<file path="config.mk">
export PLATFORM = sky130hd
export DESIGN_NAME = imem_loader
export DESIGN_NICKNAME = d
export VERILOG_FILES = /design/src/rtl/imem_loader.sv
export SDC_FILE = /design/constraint.sdc
export NUM_CORES = 1
export LEC_CHECK = 0
export BUFFER_PORTS_ARGS = -buffer_cell sky130_fd_sc_hd__clkbuf_2
export CAP_MARGIN = 25
export CORE_UTILIZATION = 62
export CTS_CLUSTER_DIAMETER = 50
export DETAILED_ROUTE_END_ITERATION = 10
export GPL_ROUTABILITY_DRIVEN = 0
export PLACE_DENSITY = 0.84
export SETUP_SLACK_MARGIN = 0.4
export SLEW_MARGIN = 15
export SYNTH_ARGS = -nofsm -noshare
export SYNTH_HDL_FRONTEND = slang
export SYNTH_SLANG_ARGS = --single-unit
</file>
<file path="constraint.sdc">
create_clock -name clk -period 4.8 [get_ports clk]
set_input_delay 0.24 -clock clk [delete_from_list [all_inputs] [get_ports clk]]
set_output_delay 0.24 -clock clk [all_outputs]
set_load 0.05 [all_outputs]
</file>
<file path="src/rtl/imem_loader.sv">
`timescale 1ns/1ps
// imem_loader
// Receives a program image as a byte stream, assembles big-endian 32-bit
// words, writes them into the word-addressed instruction RAM and verifies an
// XOR checksum. The CPU is held in reset until a frame has been accepted.
//
// Frame: LEN_HI, LEN_LO (word count N), N*4 data bytes (MSB first), CHK.
// CHK is the XOR of the data bytes only.
//
// Ports:
//   clk, reset          single clock, synchronous active-high reset
//   rx_data/rx_valid    incoming byte stream
//   rx_ready            byte accepted when rx_valid && rx_ready
//   load_req            one-cycle pulse: start or restart a load
//   mem_we/addr/wdata   instruction RAM write port (one pulse per word)
//   cpu_reset           1 holds the CPU core in reset
//   busy                a load is in progress
//   done                image loaded and verified, CPU running
//   err                 last load failed (bad length or checksum)
module imem_loader #(
    parameter int ADDR_W = 8
) (
    input  logic              clk,
    input  logic              reset,
    input  logic [7:0]        rx_data,
    input  logic              rx_valid,
    output logic              rx_ready,
    input  logic              load_req,
    output logic              mem_we,
    output logic [ADDR_W-1:0] mem_addr,
    output logic [31:0]       mem_wdata,
    output logic              cpu_reset,
    output logic              busy,
    output logic              done,
    output logic              err
);

    localparam logic [16:0]       MAX_WORDS = 17'd1 << ADDR_W;
    localparam logic [ADDR_W-1:0] ZERO_A    = {ADDR_W{1'b0}};
    localparam logic [ADDR_W-1:0] ONE_A     = {{(ADDR_W-1){1'b0}}, 1'b1};

    typedef enum logic [2:0] {
        ST_IDLE   = 3'd0,
        ST_LEN_HI = 3'd1,
        ST_LEN_LO = 3'd2,
        ST_DATA   = 3'd3,
        ST_CHK    = 3'd4,
        ST_RUN    = 3'd5,
        ST_ERROR  = 3'd6
    } state_t;

    state_t            state_r;
    logic [7:0]        len_hi_r;
    logic [ADDR_W-1:0] word_idx_r;
    logic [ADDR_W-1:0] last_idx_r;
    logic [ADDR_W-1:0] pend_addr_r;
    logic [1:0]        byte_cnt_r;
    logic [31:0]       shift_r;
    logic [7:0]        chk_r;
    logic              pend_r;

    logic              accept_s;
    logic [15:0]       len_s;
    logic              len_bad_s;
    logic [ADDR_W-1:0] len_last_s;

    // Running image checksum: XOR of every data byte.
    function automatic logic [7:0] chk_update(input logic [7:0] acc, input logic [7:0] data);
        return acc ^ data;
    endfunction

    // rx_ready is a register, so the handshake never loops back through rx_valid.
    assign accept_s   = rx_valid & rx_ready;
    // Word count as seen while the LEN_LO byte is on rx_data.
    assign len_s      = {len_hi_r, rx_data};
    assign len_bad_s  = (len_s == 16'd0) || ({1'b0, len_s} > MAX_WORDS);
    // N-1 fits in ADDR_W bits for every legal N (N == 2**ADDR_W gives all ones).
    assign len_last_s = len_s[ADDR_W-1:0] - ONE_A;

    // Load sequencer: state, byte assembly, checksum, write stage and all outputs.
    always_ff @(posedge clk) begin
        if (reset) begin
            state_r     <= ST_IDLE;
            rx_ready    <= 1'b0;
            busy        <= 1'b0;
            mem_we      <= 1'b0;
            mem_addr    <= ZERO_A;
            mem_wdata   <= 32'h0000_0000;
            cpu_reset   <= 1'b1;
            done        <= 1'b0;
            err         <= 1'b0;
            len_hi_r    <= 8'h00;
            word_idx_r  <= ZERO_A;
            last_idx_r  <= ZERO_A;
            pend_addr_r <= ZERO_A;
            byte_cnt_r  <= 2'd0;
            shift_r     <= 32'h0000_0000;
            chk_r       <= 8'h00;
            pend_r      <= 1'b0;
        end else begin
            // Write stage: a word completed last cycle is issued now, even if a
            // restart arrives in this cycle. Address/data hold when idle.
            mem_we <= pend_r;
            if (pend_r) begin
                mem_addr  <= pend_addr_r;
                mem_wdata <= shift_r;
            end
            pend_r <= 1'b0;

            if (load_req) begin
                // Restart from any state; a byte taken this cycle is dropped.
                state_r   <= ST_LEN_HI;
                rx_ready  <= 1'b1;
                busy      <= 1'b1;
                cpu_reset <= 1'b1;
                done      <= 1'b0;
                err       <= 1'b0;
            end else begin
                case (state_r)
                    ST_LEN_HI: begin
                        if (accept_s) begin
                            len_hi_r <= rx_data;
                            state_r  <= ST_LEN_LO;
                        end
                    end
                    ST_LEN_LO: begin
                        if (accept_s) begin
                            if (len_bad_s) begin
                                state_r  <= ST_ERROR;
                                err      <= 1'b1;
                                rx_ready <= 1'b0;
                                busy     <= 1'b0;
                            end else begin
                                state_r    <= ST_DATA;
                                word_idx_r <= ZERO_A;
                                last_idx_r <= len_last_s;
                                byte_cnt_r <= 2'd0;
                                chk_r      <= 8'h00;
                            end
                        end
                    end
                    ST_DATA: begin
                        if (accept_s) begin
                            shift_r    <= {shift_r[23:0], rx_data};
                            chk_r      <= chk_update(chk_r, rx_data);
                            byte_cnt_r <= byte_cnt_r + 2'd1;
                            if (byte_cnt_r == 2'd3) begin
                                pend_r      <= 1'b1;
                                pend_addr_r <= word_idx_r;
                                word_idx_r  <= word_idx_r + ONE_A;
                                if (word_idx_r == last_idx_r) begin
                                    state_r <= ST_CHK;
                                end
                            end
                        end
                    end
                    ST_CHK: begin
                        if (accept_s) begin
                            rx_ready <= 1'b0;
                            busy     <= 1'b0;
                            if (rx_data == chk_r) begin
                                state_r   <= ST_RUN;
                                done      <= 1'b1;
                                cpu_reset <= 1'b0;
                            end else begin
                                state_r <= ST_ERROR;
                                err     <= 1'b1;
                            end
                        end
                    end
                    ST_IDLE, ST_RUN, ST_ERROR: begin
                        // Wait for load_req; outputs hold.
                    end
                    default: begin
                        state_r   <= ST_IDLE;
                        rx_ready  <= 1'b0;
                        busy      <= 1'b0;
                        cpu_reset <= 1'b1;
                        done      <= 1'b0;
                    end
                endcase
            end
        end
    end

endmodule
</file>
Word-level counts from Yosys, hierarchy flattened
Index checks and enable logic that the tools add are counted.
Word-level totals
  register bits after elaboration: 123
  input port bits: 12
  logic and storage cells: 116
Operators by class
  add/sub/neg operators: 3
  $lt $le $gt $ge: 1
  equality and inequality tests: 28
  muxes and demuxes: 38
  bitwise logic cells: 8
  reduce and logical (&&, ||, !) cells: 21
Operators with widths (count)
  $mux W8: 5
  $pmux W8 S2: 2
  $ne A2 B2 Y1 const B: 11
  $mux W3: 7
  $ne A3 B3 Y1 const B: 7
  $eq A8 B8 Y1: 2
  $gt A16 B9 Y1 const B: 1
  $logic_not A16 Y1: 1
  $pmux W3 S5: 1
  $mux W1: 14
  $reduce_and A7 Y1: 2
  $reduce_and A4 Y1: 3
  $reduce_and A5 Y1: 2
  $eq A3 B3 Y1 const B: 3
  $reduce_and A3 Y1: 3
  $add A8 B1 Y8 const B: 1
  $mux W2: 4
  $sub A8 B1 Y8 const B: 1
  $xor A8 B8 Y8: 1
  $eq A3 B2 Y1 const B: 2
  $not A1 Y1: 6
  $pmux W1 S2: 3
  $reduce_and A6 Y1: 1
  $reduce_or A6 Y1: 1
  14 further kinds: 15

Logic depth before layout (Yosys ltp)
  word-level depth: 6
  depth in mapped cells: 8
  mapped depth without buffers: 7

Least setup slack after synthesis
Ideal clock, no wire load.
  path type: reg-to-reg
  start: reg busy (netlist name)
  end: reg last_idx_r[5]
  setup time: 0.079 ns
  data arrival time: 2.149 ns
  required time: 4.721 ns
  slack: 2.571 ns
  cell stages (with the launch flop): 7
  path buffers: 1
  cells stage by stage: dfxtp_1 and3b_1 or2b_2 a2111oi_4 buf_6 nor2_1 a211oi_2
RTL lines
  end signal, assigned: line 136  | last_idx_r <= len_last_s;
  end, declared: line 55  | logic [ADDR_W-1:0] last_idx_r;

Final worst setup path
  start: reg state_r[0]
  end: reg word_idx_r[4]
Between the ends
  longest elaborated chain between the ends: 3
  elaborated cells on any way between the ends: 9
  classes of those cells: eq/ne: 6; mux: 1; reduce/logical: 2
RTL lines
  start, declared: line 52  | state_t state_r;
  start signal, assigned: line 83  | state_r <= ST_IDLE;
  start signal, assigned: line 112  | state_r <= ST_LEN_HI;
  start signal, assigned: line 123  | state_r <= ST_LEN_LO;
  $eq A3 B2 Y1: line 119  | case (state_r)
  $ne A2 B2 Y1 (no line) / $reduce_bool A2 Y1 (equally long branches)
  $reduce_and A6 Y1 (no line)
  end signal, assigned: line 150  | word_idx_r <= word_idx_r + ONE_A;
  end, declared: line 54  | logic [ADDR_W-1:0] word_idx_r;
Several ways; a longest one is shown, not always the timed one.
A chain may end at the register's enable or synchronous reset.

==> results_dict.tcl <==
set metrics [dict create \
    path_delay_family "simple AND/OR/NAND/NOR gates" \
    synth.avg_cell_area_um2 8.90 \
    cts_setup_buffers 0 \
    hold_viol 0 \
    fmax_mhz 345 \
    post-route-period-util_pct 60.4 \
    synth_fp_nets 584 \
    whs_endpoint "shift_r[0]$_SDFFE_PP0P_" \
    setup_viol 0 \
    crit_arrival_ps 3310 \
    routed_via_density 5.77 \
    die_area_mm2 0.00853 \
    dr_total_vias 4169 \
    drt-initial-drc-count 256 \
    ctsResizeCount 0 \
    cp_slowest_cell "dfxtp_1" \
    slew_headroom_pct 40.8 \
    ys_seq_area_share_pct 48.6 \
    clockBufferDepth 2 \
    portBuffers 57 \
    drtAntennaViolNets 0 \
    cts_tree "yes" \
    timing.rr.end "word_idx_r[4]$_SDFFE_PP0P_" \
    vdd_drop_max_v 0.000245 \
    m1WireLength_um 4900 \
    syn-cell-area_mm2 0.00506 \
    tns_ps 0 \
    die_y_um 92.4 \
    crit_path_max_incr_delay_ps 840 \
    drive_above_1_share_pct 17.2 \
    io_pins 58 \
    cp-start-kind "register" \
    yosysWarnings 0 \
    initial_core_util_pct 64.9 \
    seqPwrFrac_pct 45.2 \
    cts_max_level 4 \
    min_path_type "input port to register" \
    critPathKind "register to register" \
    reg2reg_depth 6 \
    internal_power_w 0.00176 \
    wl_met3_um 535 \
    ys_ff_latch 123 \
    pwr_density_cell_mw_per_mm2 386 \
    antenna_cells 0 \
    cts_inserted_buffers 17 \
    met2_length_um 5440 \
    grt_pass1_vias 3961 \
    core_mm2 0.00781 \
    cts-root-buf "clkbuf_8" \
    synth_edf_count 0 \
    cap_violations 0 \
    antenna_found_initial 0 \
    cp-end-kind "register" \
    fin_nets 624 \
    remaining_drc_errors 0 \
    fin_skew_ps 5.01 \
    syn_to_final_growth_pct 16.8 \
    pwr-share-comb_pct 3.4 \
    clkPwrFrac_pct 51.4 \
    reg2reg_from "state_r[0]$_SDFFE_PP0P_" \
    tightest_slew_ps 888 \
    maxSlewViolCount 0 \
    crit_required_ps 5210 \
    postCtsHoldBufs 0 \
    rsz0062_at_grt "false" \
    outcome "finished, final reports clean" \
    r2r_slack_ps 1900 \
    ys_types 50 \
    wl_um 11000 \
    drt-pass1-iter-count 5 \
    swShare_pct 22.7 \
    path_cells "nand3b_1 > nor3_2 > buf_4 > and2_1 > a21oi_1 > a211oi_1" \
    synth_top_flop_cell "dfxtp_1" \
    overflow 0 \
    grt_pass1_wl_um 18400 \
    synthesis.instances 569 \
    core.rowCount 32 \
    grt_max_degree 92 \
    top_layer "met4" \
    grt.total_usage_pct 27.4 \
    whs_path_depth 3 \
    hold_ws_ps 87.3 \
    nFillCells 532 \
    period_minus_slack_ps 2900 \
    clkTransAtPathRegs_ps 60 \
    p_sw_w 0.000518 \
    crit_buf_inv 1 \
    fp.dieW_um 92.4 \
    leakage_nw 2.17 \
    synthArstFlopShare_pct 0 \
    clock_sinks 123 \
    insertion_delay_ps 520 \
    wl_per_cell_um 15.2 \
    dpl.hpwl_um 7020 \
    worstPathMaxFanout 42 \
    worstHoldStart "rx_data[0]" \
]
[metal layers]
layer / global-route usage [%] / vias to the layer above
met2: 46.0 / 135
met4: 10.9 / 0
met1: 33.9 / 1983
met3: 6.32 / 15
li1: - / 2036
met5: 0 / -
[tightest hold or removal path: cells and delay by family]
family                 cells  cell delay (ps)
AOI/OAI and AO/OA          1               60
buffers and inverters      1              140
and+or+nand+nor            1              110
[power groups by stage]
stage	clock, W	combinational [W]	sequential (W)
finish	0.00117	0.0000765	0.00103
global route	0.00123	0.0000819	0.00103
CTS	0.00118	0.0000754	0.00103
detailed placement	0	0.0000747	0.00105
global placement	0	0.0000738	0.00105
floorplan	0	0.0000594	0.00105
[cells in the mapped netlist (5+ instances only)]
library cell  number  share of area, %
nand2b_1          13               1.6
and3_1             5              0.62
mux2i_1           49               9.7
a211oi_1          10               1.5
o21a_1             6              0.89
inv_1              7              0.52
dfxtp_1          123                49
nand2_1           92               6.8
buf_1              5              0.37
clkbuf_1          30               2.2
a31oi_1            5              0.62
nor3_1             8              0.79
nor2_1            68               5.0
a21oi_1           56               5.5
xnor2_1           18               3.1
a311oi_1           6               1.0
o21ai_0            5              0.49
[placed cells by master, fill, tap and decap left out, types with 10 or more instances in the layout]
master     instances
nand2_1           92
mux2i_1           49
dfxtp_1          122
nand2b_1          13
clkbuf_2          56
xnor2_1           18
nor2_1            68
a21oi_1           56
clkbuf_16         16
a211oi_1          10
[stage by stage]
stage / instance area [µm²] / utilization [%] / worst slack (ps) / total power (W) / instances
final: 5910 / 75.8 / 1900 / 0.00228 / 723
after global routing: 5910 / 75.8 / 1640 / 0.00234 / 723
after CTS: 5910 / 75.8 / 1940 / 0.00229 / 723
after detailed placement: 5360 / 68.6 / 2010 / 0.00113 / 692
after global placement: 5340 / 68.4 / 2210 / 0.00113 / 691
after floorplan: 5060 / - / 2570 / 0.00111 / 569
[cell type report]
type | count | area [µm²] | area share, %
Clock buffer | 19 | 442 | 7.47
Clock inverter | 12 | 118 | 1.99
Inverter | 7 | 26.3 | 0.444
Multi-Input combinational cell | 399 | 2410 | 40.8
Sequential cell | 123 | 2460 | 41.7
Tap cell | 102 | 128 | 2.16
Timing Repair Buffer | 61 | 325 | 5.50
[how the worst max path moves through the flow]
stage	from	end	slack (ps)	cells past startpoint
global route	state_r[0]$_SDFFE_PP0P_	word_idx_r[2]$_SDFFE_PP0P_	1640	6
floorplan	busy$_SDFFE_PP0P_	last_idx_r[5]$_SDFFE_PP0P_	2570	6
CTS	state_r[0]$_SDFFE_PP0P_	word_idx_r[4]$_SDFFE_PP0P_	1940	6
finish	state_r[0]$_SDFFE_PP0P_	word_idx_r[4]$_SDFFE_PP0P_	1900	6
detailed placement	state_r[0]$_SDFFE_PP0P_	word_idx_r[4]$_SDFFE_PP0P_	2010	6
global placement	state_r[0]$_SDFFE_PP0P_	word_idx_r[3]$_SDFFE_PP0P_	2210	6
[flip-flops by register name (all words and copies together), names as in the netlist]
name and cells:
shift_r 32, len_hi_r 8, word_idx_r 8, chk_r 8, mem_we 1, pend_r 1, cpu_reset 1, byte_cnt_r 2
done 1, pend_addr_r 8, mem_addr 8, state_r 3, last_idx_r 8, err 1, mem_wdata 32, busy 1
[cells by family after synthesis]
group / share of synthesized area, %
and+or+nand+nor: 19.4
DFF: 48.6
AOI/OAI and AO/OA: 13.9
muxes: 9.69
buffers and inverters: 3.83
xor gates and xnor gates: 3.81
adders and majority gates: 0.741
Note: power is estimated with default switching activity, not from simulation.
